$ cat config.mk
export PLATFORM = sky130hd
export DESIGN_NAME = dccm_arbiter
export DESIGN_NICKNAME = d
export VERILOG_FILES = /design/src/rtl/dccm_arbiter.sv
export SDC_FILE = /design/constraint.sdc
export NUM_CORES = 1
export LEC_CHECK = 0
export CORE_AREA = 2 2 120 122
export CTS_CLUSTER_DIAMETER = 30
export DETAILED_ROUTE_END_ITERATION = 16
export DIE_AREA = 0 0 122 124
export GPL_TIMING_DRIVEN = 0
export PLACE_DENSITY = 0.52
export SYNTH_ARGS = -nofsm -noshare
export SYNTH_HDL_FRONTEND = slang
export SYNTH_SLANG_ARGS = --single-unit
$ cat constraint.sdc
create_clock -name clk_i -period 7.03 [get_ports clk_i]
set_clock_uncertainty 0.1 [all_clocks]
set_input_delay 2.109 -clock clk_i [delete_from_list [all_inputs] [get_ports clk_i]]
set_output_delay 2.109 -clock clk_i [all_outputs]
set_load 0.02 [all_outputs]
$ cat src/rtl/dccm_arbiter.sv
// dccm_arbiter: shares one single-ported DFFRAM between two SRAM-style
// requesters. The arbiter grants at most one access per cycle. It uses
// round-robin with a bounded burst allowance. Bit write masks become byte
// enables, and one-cycle read data is steered back to the issuing port.
module dccm_arbiter #(
  parameter int AW       = 12,
  parameter int DW       = 32,
  parameter int MaxBurst = 2
) (
  input  logic            clk_i,
  input  logic            rst_i,
  input  logic            a_req_i,
  output logic            a_gnt_o,
  input  logic            a_we_i,
  input  logic [AW-1:0]   a_addr_i,
  input  logic [DW-1:0]   a_wdata_i,
  input  logic [DW-1:0]   a_wmask_i,
  output logic [DW-1:0]   a_rdata_o,
  output logic            a_rvalid_o,
  input  logic            b_req_i,
  output logic            b_gnt_o,
  input  logic            b_we_i,
  input  logic [AW-1:0]   b_addr_i,
  input  logic [DW-1:0]   b_wdata_i,
  input  logic [DW-1:0]   b_wmask_i,
  output logic [DW-1:0]   b_rdata_o,
  output logic            b_rvalid_o,
  output logic            mem_en_o,
  output logic [DW/8-1:0] mem_we_o,
  output logic [DW-1:0]   mem_di_o,
  output logic [AW-1:0]   mem_a_o,
  input  logic [DW-1:0]   mem_do_i
);

  localparam int CW = $clog2(MaxBurst + 1);
  localparam int NB = DW / 8;
  localparam logic [CW-1:0] CNT_MAX = CW'(MaxBurst);
  localparam logic [CW-1:0] CNT_ONE = CW'(1);

  typedef enum logic {
    OWN_A = 1'b0,
    OWN_B = 1'b1
  } owner_t;

  owner_t          owner_q, owner_next, gnt_owner;
  logic [CW-1:0]   cnt_q, cnt_next;
  logic            rd_a_q, rd_b_q;
  logic            gnt_a, gnt_b;
  logic            sel_we;
  logic [DW-1:0]   sel_wmask;

  // Grant decision: the owner keeps the memory while its burst allowance
  // lasts, and a lone requester is always served. Nothing is granted in reset.
  always_comb begin
    gnt_a = 1'b0;
    gnt_b = 1'b0;
    if (!rst_i) begin
      if (a_req_i && b_req_i) begin
        if (cnt_q < CNT_MAX) begin
          gnt_a = (owner_q == OWN_A);
          gnt_b = (owner_q == OWN_B);
        end else begin
          gnt_a = (owner_q == OWN_B);
          gnt_b = (owner_q == OWN_A);
        end
      end else begin
        gnt_a = a_req_i;
        gnt_b = b_req_i;
      end
    end
  end

  // Next owner/burst count. An idle cycle clears the burst but keeps the owner.
  // If the owner is granted again, its count saturates. A new owner starts at 1.
  always_comb begin
    owner_next = owner_q;
    cnt_next   = cnt_q;
    gnt_owner  = gnt_b ? OWN_B : OWN_A;
    if (!gnt_a && !gnt_b) begin
      cnt_next = '0;
    end else if (gnt_owner == owner_q) begin
      cnt_next = (cnt_q == CNT_MAX) ? CNT_MAX : cnt_q + CNT_ONE;
    end else begin
      owner_next = gnt_owner;
      cnt_next   = CNT_ONE;
    end
  end

  // Arbitration state and read-return flags.
  always_ff @(posedge clk_i) begin
    if (rst_i) begin
      owner_q <= OWN_A;
      cnt_q   <= '0;
      rd_a_q  <= 1'b0;
      rd_b_q  <= 1'b0;
    end else begin
      owner_q <= owner_next;
      cnt_q   <= cnt_next;
      rd_a_q  <= gnt_a && !a_we_i;
      rd_b_q  <= gnt_b && !b_we_i;
    end
  end

  assign a_gnt_o  = gnt_a;
  assign b_gnt_o  = gnt_b;
  assign mem_en_o = gnt_a | gnt_b;

  // Port A drives the address and data buses unless B holds the grant.
  assign mem_a_o   = gnt_b ? b_addr_i  : a_addr_i;
  assign mem_di_o  = gnt_b ? b_wdata_i : a_wdata_i;
  assign sel_wmask = gnt_b ? b_wmask_i : a_wmask_i;
  assign sel_we    = (gnt_a && a_we_i) || (gnt_b && b_we_i);

  // A byte is written when any of its mask bits is set.
  generate
    for (genvar gi = 0; gi < NB; gi++) begin : g_byte_we
      assign mem_we_o[gi] = sel_we && (|sel_wmask[8*gi +: 8]);
    end
  endgenerate

  // Read data goes to both ports, and only the issuer's rvalid rises. The
  // rvalid is masked while reset is asserted. A read granted just before
  // reset therefore never shows a response.
  assign a_rdata_o  = mem_do_i;
  assign b_rdata_o  = mem_do_i;
  assign a_rvalid_o = rd_a_q && !rst_i;
  assign b_rvalid_o = rd_b_q && !rst_i;

endmodule
## After elaboration in Yosys (flattened, before gate mapping)

Index checks and enable logic that the tools add are counted.

| operators by class | value |
|---|---|
| reduce and logical (&&, ||, !) cells | 25 |
| magnitude comparators | 1 |
| $add $sub $neg | 1 |
| equality and inequality tests | 2 |
| bitwise gates (word level) | 4 |
| multiplexer cells | 12 |

Operator list:

| operator | count |
|---|---|
| $mux W32 | 2 |
| $reduce_or A8 Y1 | 4 |
| $logic_and A1 B1 Y1 | 12 |
| $mux W12 | 1 |
| $mux W1 | 8 |
| $logic_not A1 Y1 | 5 |
| $not A1 Y1 | 3 |
| $reduce_or A3 Y1 | 1 |
| $add A2 B1 Y2 const B | 1 |
| $eq A2 B2 Y1 const B | 1 |
| $lt A2 B2 Y1 const B | 1 |
| $mux W2 | 1 |
| $reduce_and A2 Y1 | 1 |
| $reduce_or A2 Y1 | 1 |
| $eq A1 B1 Y1 | 1 |
| $logic_or A1 B1 Y1 | 1 |
| $or A1 B1 Y1 | 1 |

| word-level totals | value |
|---|---|
| input bits | 190 |
| output and inout bits | 117 |
| register bits | 5 |

## Longest topological paths before layout

Gate-level depths: netlist of the first run.

| depth | value |
|---|---|
| depth after elaboration | 8 |
| mapped depth | 6 |

## Least setup slack after synthesis of the first run

OpenSTA, ideal clock, no wires.

| timing | value |
|---|---|
| kind | input-to-output |
| start | in rst_i |
| end | out mem_we_o[0] |
| data required time | 4.821 ns |
| stages | 5 |
| arrival | 3.379 ns |
| path slack | 1.442 ns |
| cells stage by stage | a211oi_2 -> buf_4 -> buf_4 -> nor2_1 -> a311oi_1 |

| between the ends | value |
|---|---|
| word-level cells in the longest chain between the ends | 4 |
| elaborated cells between the ends (all ways) | 8 |
| those cells by class | mux (3); reduce/logical (5) |

RTL lines:

| element | RTL line | text |
|---|---|---|
| from (decl) | 11 | `input logic rst_i,` |
| $mux W1 (*) | 57 | `if (!rst_i) begin` |
| named net b_gnt_o | 21 | `output logic b_gnt_o,` |
| $mux W32 or $logic_and A1 B1 Y1 (tied branches) | 111, 112 |  |
| $reduce_or A8 Y1 or $logic_or A1 B1 Y1 (tied branches) | 117, 112 |  |
| $logic_and A1 B1 Y1 (*) | 117 | `assign mem_we_o[gi] = sel_we && (\|sel_wmask[8*gi +: 8]);` |
| to (decl) | 29 | `output logic [DW/8-1:0] mem_we_o,` |

The timed path passes the listed nets; every way through them passes the cells marked *.

## Final worst setup path of the first run

| timing | value |
|---|---|
| start | in rst_i |
| end | out mem_we_o[2] |

| between the ends | value |
|---|---|
| word-level cells in the longest chain between the ends | 4 |
| elaborated cells between the ends (all ways) | 8 |
| those cells by class | mux (3); reduce/logical (5) |

RTL lines:

| element | RTL line |
|---|---|
| $mux W1 | 57 |
| $mux W32 or $logic_and A1 B1 Y1 (tied branches) | 111, 112 |
| $reduce_or A8 Y1 or $logic_or A1 B1 Y1 (tied branches) | 117, 112 |
| $logic_and A1 B1 Y1 (*) | 117 |

Mark *: on every way between the ends. The rest lies on a longest branch, timed or not.

==> impl_metrics.tcl, run 1 <==
set metrics [dict create \
    cts_htree_levels 1 \
    tns_ps 0 \
    synth_edf_count 0 \
    hold_start "owner_q$_SDFFE_PP0P_" \
    period_share_pct 93.9 \
    dpl.hpwl_microns 7930 \
    rsz0062_at_grt "false" \
    critical_path_required_ps 4820 \
    track_usage_pct 10.1 \
    drive_above_1_share_pct 26.5 \
    syn-num-nets 359 \
    finalSetupViolations 0 \
    syn_avg_cell_area_sq_um 8.46 \
    arrival_ps 4390 \
    power_density_nw_per_um2 98.1 \
    cts_hold_buf 0 \
    synth-simple-area-share_pct 12.1 \
    layout_setup_ws_ps 432 \
    synth_common_cells "67 x buf_4, 44 x mux2_2, 16 x nor4_1" \
    die_w_microns 122 \
    drc 0 \
    hold_path.class "flop to flop" \
    root_buffer "clkbuf_16" \
    drt_iter0_drc 37 \
    drt_wl_total_microns 8860 \
    clockBufferDepth 2 \
    maxSlewHeadroom_pct 65.5 \
    synth_fa_ha_area_share_pct 0.880 \
    synth_compound_area_share_pct 5.63 \
    status "finished clean" \
    grt_pass1_wl_microns 11800 \
    crit_chain "clkdlybuf4s50_1 > a211oi_2 > buf_4 > buf_4 > nor2_1 > a311oi_1 > clkdlybuf4s50_1" \
    fin_crit_ps 6600 \
    routed_via_density 3.55 \
    nets 638 \
    synth_flop_cell "dfxtp_1" \
    ctsResizeCount 0 \
    drv_cap 0 \
    crit_fanout 10 \
    synth_most_common_cell "buf_4" \
    final_max_slew_viol_count 0 \
    critPathLaunchType "primary input" \
    die_area_sq_um 15100 \
    vias 2223 \
    synthMuxAreaShare_pct 34.9 \
    yosysTopAreaCell "buf_4" \
    async_flop_share_pct 0 \
    wire_per_inst_microns 14.2 \
    netlist_instances 168 \
    cp-end-kind "output pin" \
    worst_pin_slew_ps 517 \
    ys_warn_count 0 \
    firstDrtPassIters 3 \
    worst_hold_slack_ps 391 \
    hold_violations 0 \
    synth_xor_area_share_pct 1.23 \
    grt_overflow 0 \
    ir_drop_mv 0.0522 \
    rr_startpoint "owner_q$_SDFFE_PP0P_" \
    critPathMaxStageDelay_ps 680 \
    grt_pass1_vias 2367 \
    numCtsBuffers 3 \
    antenna_cells 0 \
    die_h_microns 124 \
    cts_tree "built" \
    rows 43 \
    synth_cell_types 19 \
    clk_pin_slew_worst_paths_ps 30 \
    synth_top_family_by_area "buffers and inverters" \
    synth-seq-area-share_pct 7.04 \
    cp_slowest_cell "clkdlybuf4s50_1" \
    synth-seq-cells 5 \
    port_buffers 274 \
    nFillCells 1424 \
    pre_cts_ws_ps 400 \
    cts.sinks 5 \
    worstSkewPairLatency_ps 230 \
    yosys-top-cells-area "buf_4 35%, mux2_2 35%, dfxtp_1 7.0%" \
    worstSetupStartpoint "rst_i" \
    leakagePower_nw 1.75 \
    synth_top_area_share_pct 35.4 \
    globalplace.congestion 0.800 \
    post_cts_buffers 0 \
    initial_core_util_pct 10.4 \
    grt_max_degree 11 \
    synth_area_sq_um 1420 \
    clock.fmax_ghz 0.152 \
    coreArea_sq_um 13700 \
    antenna_left 0 \
    io_pins 307 \
    antenna_found_initial 0 \
    syn_to_final_growth_pct 214 \
    path_class "primary input to output pin" \
]
==> routing by layer <==
metal  GRT usage [%]  share of wire, %  up-vias
met3            2.84                13        2
met1            10.6                35      972
met4            1.51              0.30        0
met2            20.3                52      165
li1                -                 -     1084
met5               0                 0        -
==> worst paths after layout <==
path | to | slack, ps | cells after the start
max reg2reg | rd_b_q$_SDFF_PP0_ | 5480 | 5
max | mem_we_o[2] | 430 | 7
min | owner_q$_SDFFE_PP0P_ | 390 | 2
min reg2reg | owner_q$_SDFFE_PP0P_ | 390 | 2
==> critical path: cells and delay by family <==
| kind | cells | cell delay [ps] |
|---|---|---|
| buffers and inverters | 4 | 1660 |
| and+or+nand+nor | 1 | 60 |
| AOI/OAI and AO/OA | 2 | 550 |
==> sequential cells by signal, indices dropped and copies added (netlist names) <==
signal and cells:
cnt_q 2, owner_q 1, rd_a_q 1, rd_b_q 1
==> report_power, final <==
part	switching [mW]	leakage (nW)	internal [mW]
clock	0.0173	0.0382	0.0750
combinational	0.116	1.67	0.198
sequential	0.00129	0.0412	0.0310
==> layout make-up <==
type | instances | area, sq um | share of cell area, %
Clock buffer | 4 | 78.8 | 1.76
Sequential cell | 5 | 100 | 2.24
Inverter | 5 | 18.8 | 0.420
Buffer | 70 | 524 | 11.7
Timing Repair Buffer | 274 | 2740 | 61.4
Multi-Input combinational cell | 88 | 778 | 17.4
Tap cell | 180 | 225 | 5.04
==> cells by family (layout without fill, tap and decap cells) <==
family	Yosys count	count (layout)
xor gates and xnor gates	2	2
DFF	5	5
AOI/OAI and AO/OA	9	9
and+or+nand+nor	32	32
buffers and inverters	75	353
muxes	44	44
adders and majority gates	1	1
==> placed cells by master, fill, tap and decap left out, types with 3 or more instances in the layout <==
cell and n:
buf_4 67, nor2_1 6, mux2_2 44, nor2b_1 4, clkdlybuf4s50_1 274, nor4_1 16, a311oi_1 4, clkbuf_16 3
inv_1 5, dfxtp_1 5, nand2_1 5
==> metrics by stage <==
step / instances / power, mW / instance area [sq um] / util, %
6_report: 626 / 0.438 / 4470 / 32.6
5_1_grt: 626 / 0.461 / 4470 / 32.6
4_1_cts: 626 / 0.445 / 4470 / 32.6
3_5_place_dp: 622 / 0.349 / 4390 / 32.0
3_3_place_gp: 622 / 0.348 / 4390 / 32.0
2_1_floorplan: 168 / 0.164 / 1420 / -
Note: power is estimated with default switching activity, not from simulation.
==> run 2: changes to the inputs <==
--- a/config.mk
+++ b/config.mk
@@ -11,6 +11,7 @@
 export DIE_AREA = 0 0 122 124
 export GPL_TIMING_DRIVEN = 0
 export PLACE_DENSITY = 0.52
+export RECOVER_POWER = 25
 export SYNTH_ARGS = -nofsm -noshare
 export SYNTH_HDL_FRONTEND = slang
 export SYNTH_SLANG_ARGS = --single-unit
==> run 2 against run 1 <==
  * Final cell count stayed put
  * Highest routed layer unchanged
  * Via count barely moved
  * Sequential cell count did not move
  * Worst hold slack did not move
  * Sequential share of layout area stayed put
  * Total power down 0.73%
  * First-iteration DRC count unchanged
  * Fmax shrank 1.6%
==> impl_metrics.tcl, run 2 (synthesis gave the netlist of run 1 again) <==
set metrics [dict create \
    globalplace.congestion 0.800 \
    hold_path.class "flop to flop" \
    drt_wl_total_microns 8850 \
    rsz0062_at_grt "false" \
    final_common_cell "clkdlybuf4s50_1" \
    worst_hold_slack_ps 391 \
    antenna_cells 0 \
    p_switching_mw 0.134 \
    root_buffer "clkbuf_16" \
    grt_pass1_vias 2367 \
    largest_reg_flops 2 \
    period_share_pct 95.4 \
    die_w_microns 122 \
    grt_overflow 0 \
    cts_htree_levels 1 \
    maxSlewHeadroom_pct 65.5 \
    antenna_left 0 \
    post_cts_buffers 0 \
    leakagePower_nw 1.75 \
    initial_core_util_pct 10.4 \
    die_area_sq_um 15100 \
    vias 2225 \
    io_pins 307 \
    clk_pin_slew_worst_paths_ps 30 \
    crit_fanout 10 \
    critPathLaunchType "primary input" \
    cts_hold_buf 0 \
    numCtsBuffers 3 \
    firstDrtPassIters 3 \
    rows 43 \
    ir_drop_mv 0.0522 \
    finalSetupViolations 0 \
    tns_ps 0 \
    clockBufferDepth 2 \
    final_cell_mix "248 x clkdlybuf4s50_1, 67 x buf_4, 44 x mux2_2" \
    p_comb_share_pct 71.4 \
    clock.fmax_ghz 0.149 \
    grt_max_degree 11 \
    dp.cells 622 \
    power_density_nw_per_um2 97.4 \
    drive_above_1_share_pct 26.5 \
    status "finished clean" \
    syn_to_final_growth_pct 214 \
    cts.sinks 5 \
    p_clk_share_pct 21.2 \
    utilization_pct 32.6 \
    drc 0 \
    worst_pin_slew_ps 517 \
    antenna_found_initial 0 \
    power_frac_seq_pct 7.4 \
    dpl.hpwl_microns 7930 \
    swShare_pct 30.8 \
    routed_via_density 3.55 \
    port_buffers 274 \
    hold_violations 0 \
    path_class "primary input to output pin" \
    cp-end-kind "output pin" \
    drv_cap 0 \
    wire_per_inst_microns 14.1 \
    final_max_slew_viol_count 0 \
    coreArea_sq_um 13700 \
    worstSkewPairLatency_ps 230 \
    die_h_microns 124 \
    ctsResizeCount 0 \
    fin_crit_ps 6700 \
    nets 638 \
    drt_iter0_drc 37 \
    cts_tree "built" \
    final_cell_count_no_fill 626 \
    critical_path_required_ps 4820 \
    top_register "cnt_q" \
    nFillCells 1424 \
    grt_pass1_wl_microns 11800 \
    arrival_ps 4500 \
    track_usage_pct 10.1 \
    internal-power_mw 0.301 \
]
-- run 2: layout make-up --
class	instances	area [sq um]	area share, %
plain buffers	70	524	11.7
clock buffers	4	78.8	1.76
inverters	5	18.8	0.420
multi-input cells	88	778	17.4
flip-flops and latches	5	100	2.24
well taps	180	225	5.04
repair buffers	274	2740	61.4
-- run 2: worst max-delay path, stage by stage --
cell,delay [ps]
dlygate4sd3_1,620
a211oi_2,290
buf_4,270
buf_4,210
nor2_1,60
a311oi_1,250
clkdlybuf4s50_1,680
-- run 2: final timing paths --
| path | slack [ps] | end | startpoint | cells after the start |
|---|---|---|---|---|
| setup / recovery | 330 | mem_we_o[2] | rst_i | 7 |
| hold / removal | 390 | owner_q$_SDFFE_PP0P_ | owner_q$_SDFFE_PP0P_ | 2 |
| hold reg to reg | 390 | owner_q$_SDFFE_PP0P_ | owner_q$_SDFFE_PP0P_ | 2 |
| setup reg to reg | 5480 | rd_b_q$_SDFF_PP0_ | owner_q$_SDFFE_PP0P_ | 5 |
-- run 2: routing by layer --
| metal | wire (microns) | part of all wire (%) | GRT usage (%) |
|---|---|---|---|
| met2 | 4650 | 52 | 20.3 |
| met4 | 27 | 0.30 | 1.51 |
| met1 | 3070 | 35 | 10.6 |
| met3 | 1110 | 13 | 2.84 |
| met5 | 0 | 0 | 0 |
-- run 2: stage by stage --
step / setup WS (ps) / area [sq um] / power (mW)
floorplan: 1440 / 1420 / 0.164
global placement: 458 / 4390 / 0.348
detailed placement: 400 / 4390 / 0.349
CTS: 402 / 4470 / 0.445
global route: 195 / 4470 / 0.457
finish: 325 / 4470 / 0.435
-- run 2: power by group through the flow --
stage,Sequential [mW],Combinational [mW],Clock (mW)
after floorplan,0.0324,0.132,0
after global placement,0.0326,0.316,0
after detailed placement,0.0327,0.316,0
after CTS,0.0323,0.318,0.0941
after global routing,0.0325,0.328,0.0971
final,0.0323,0.310,0.0923
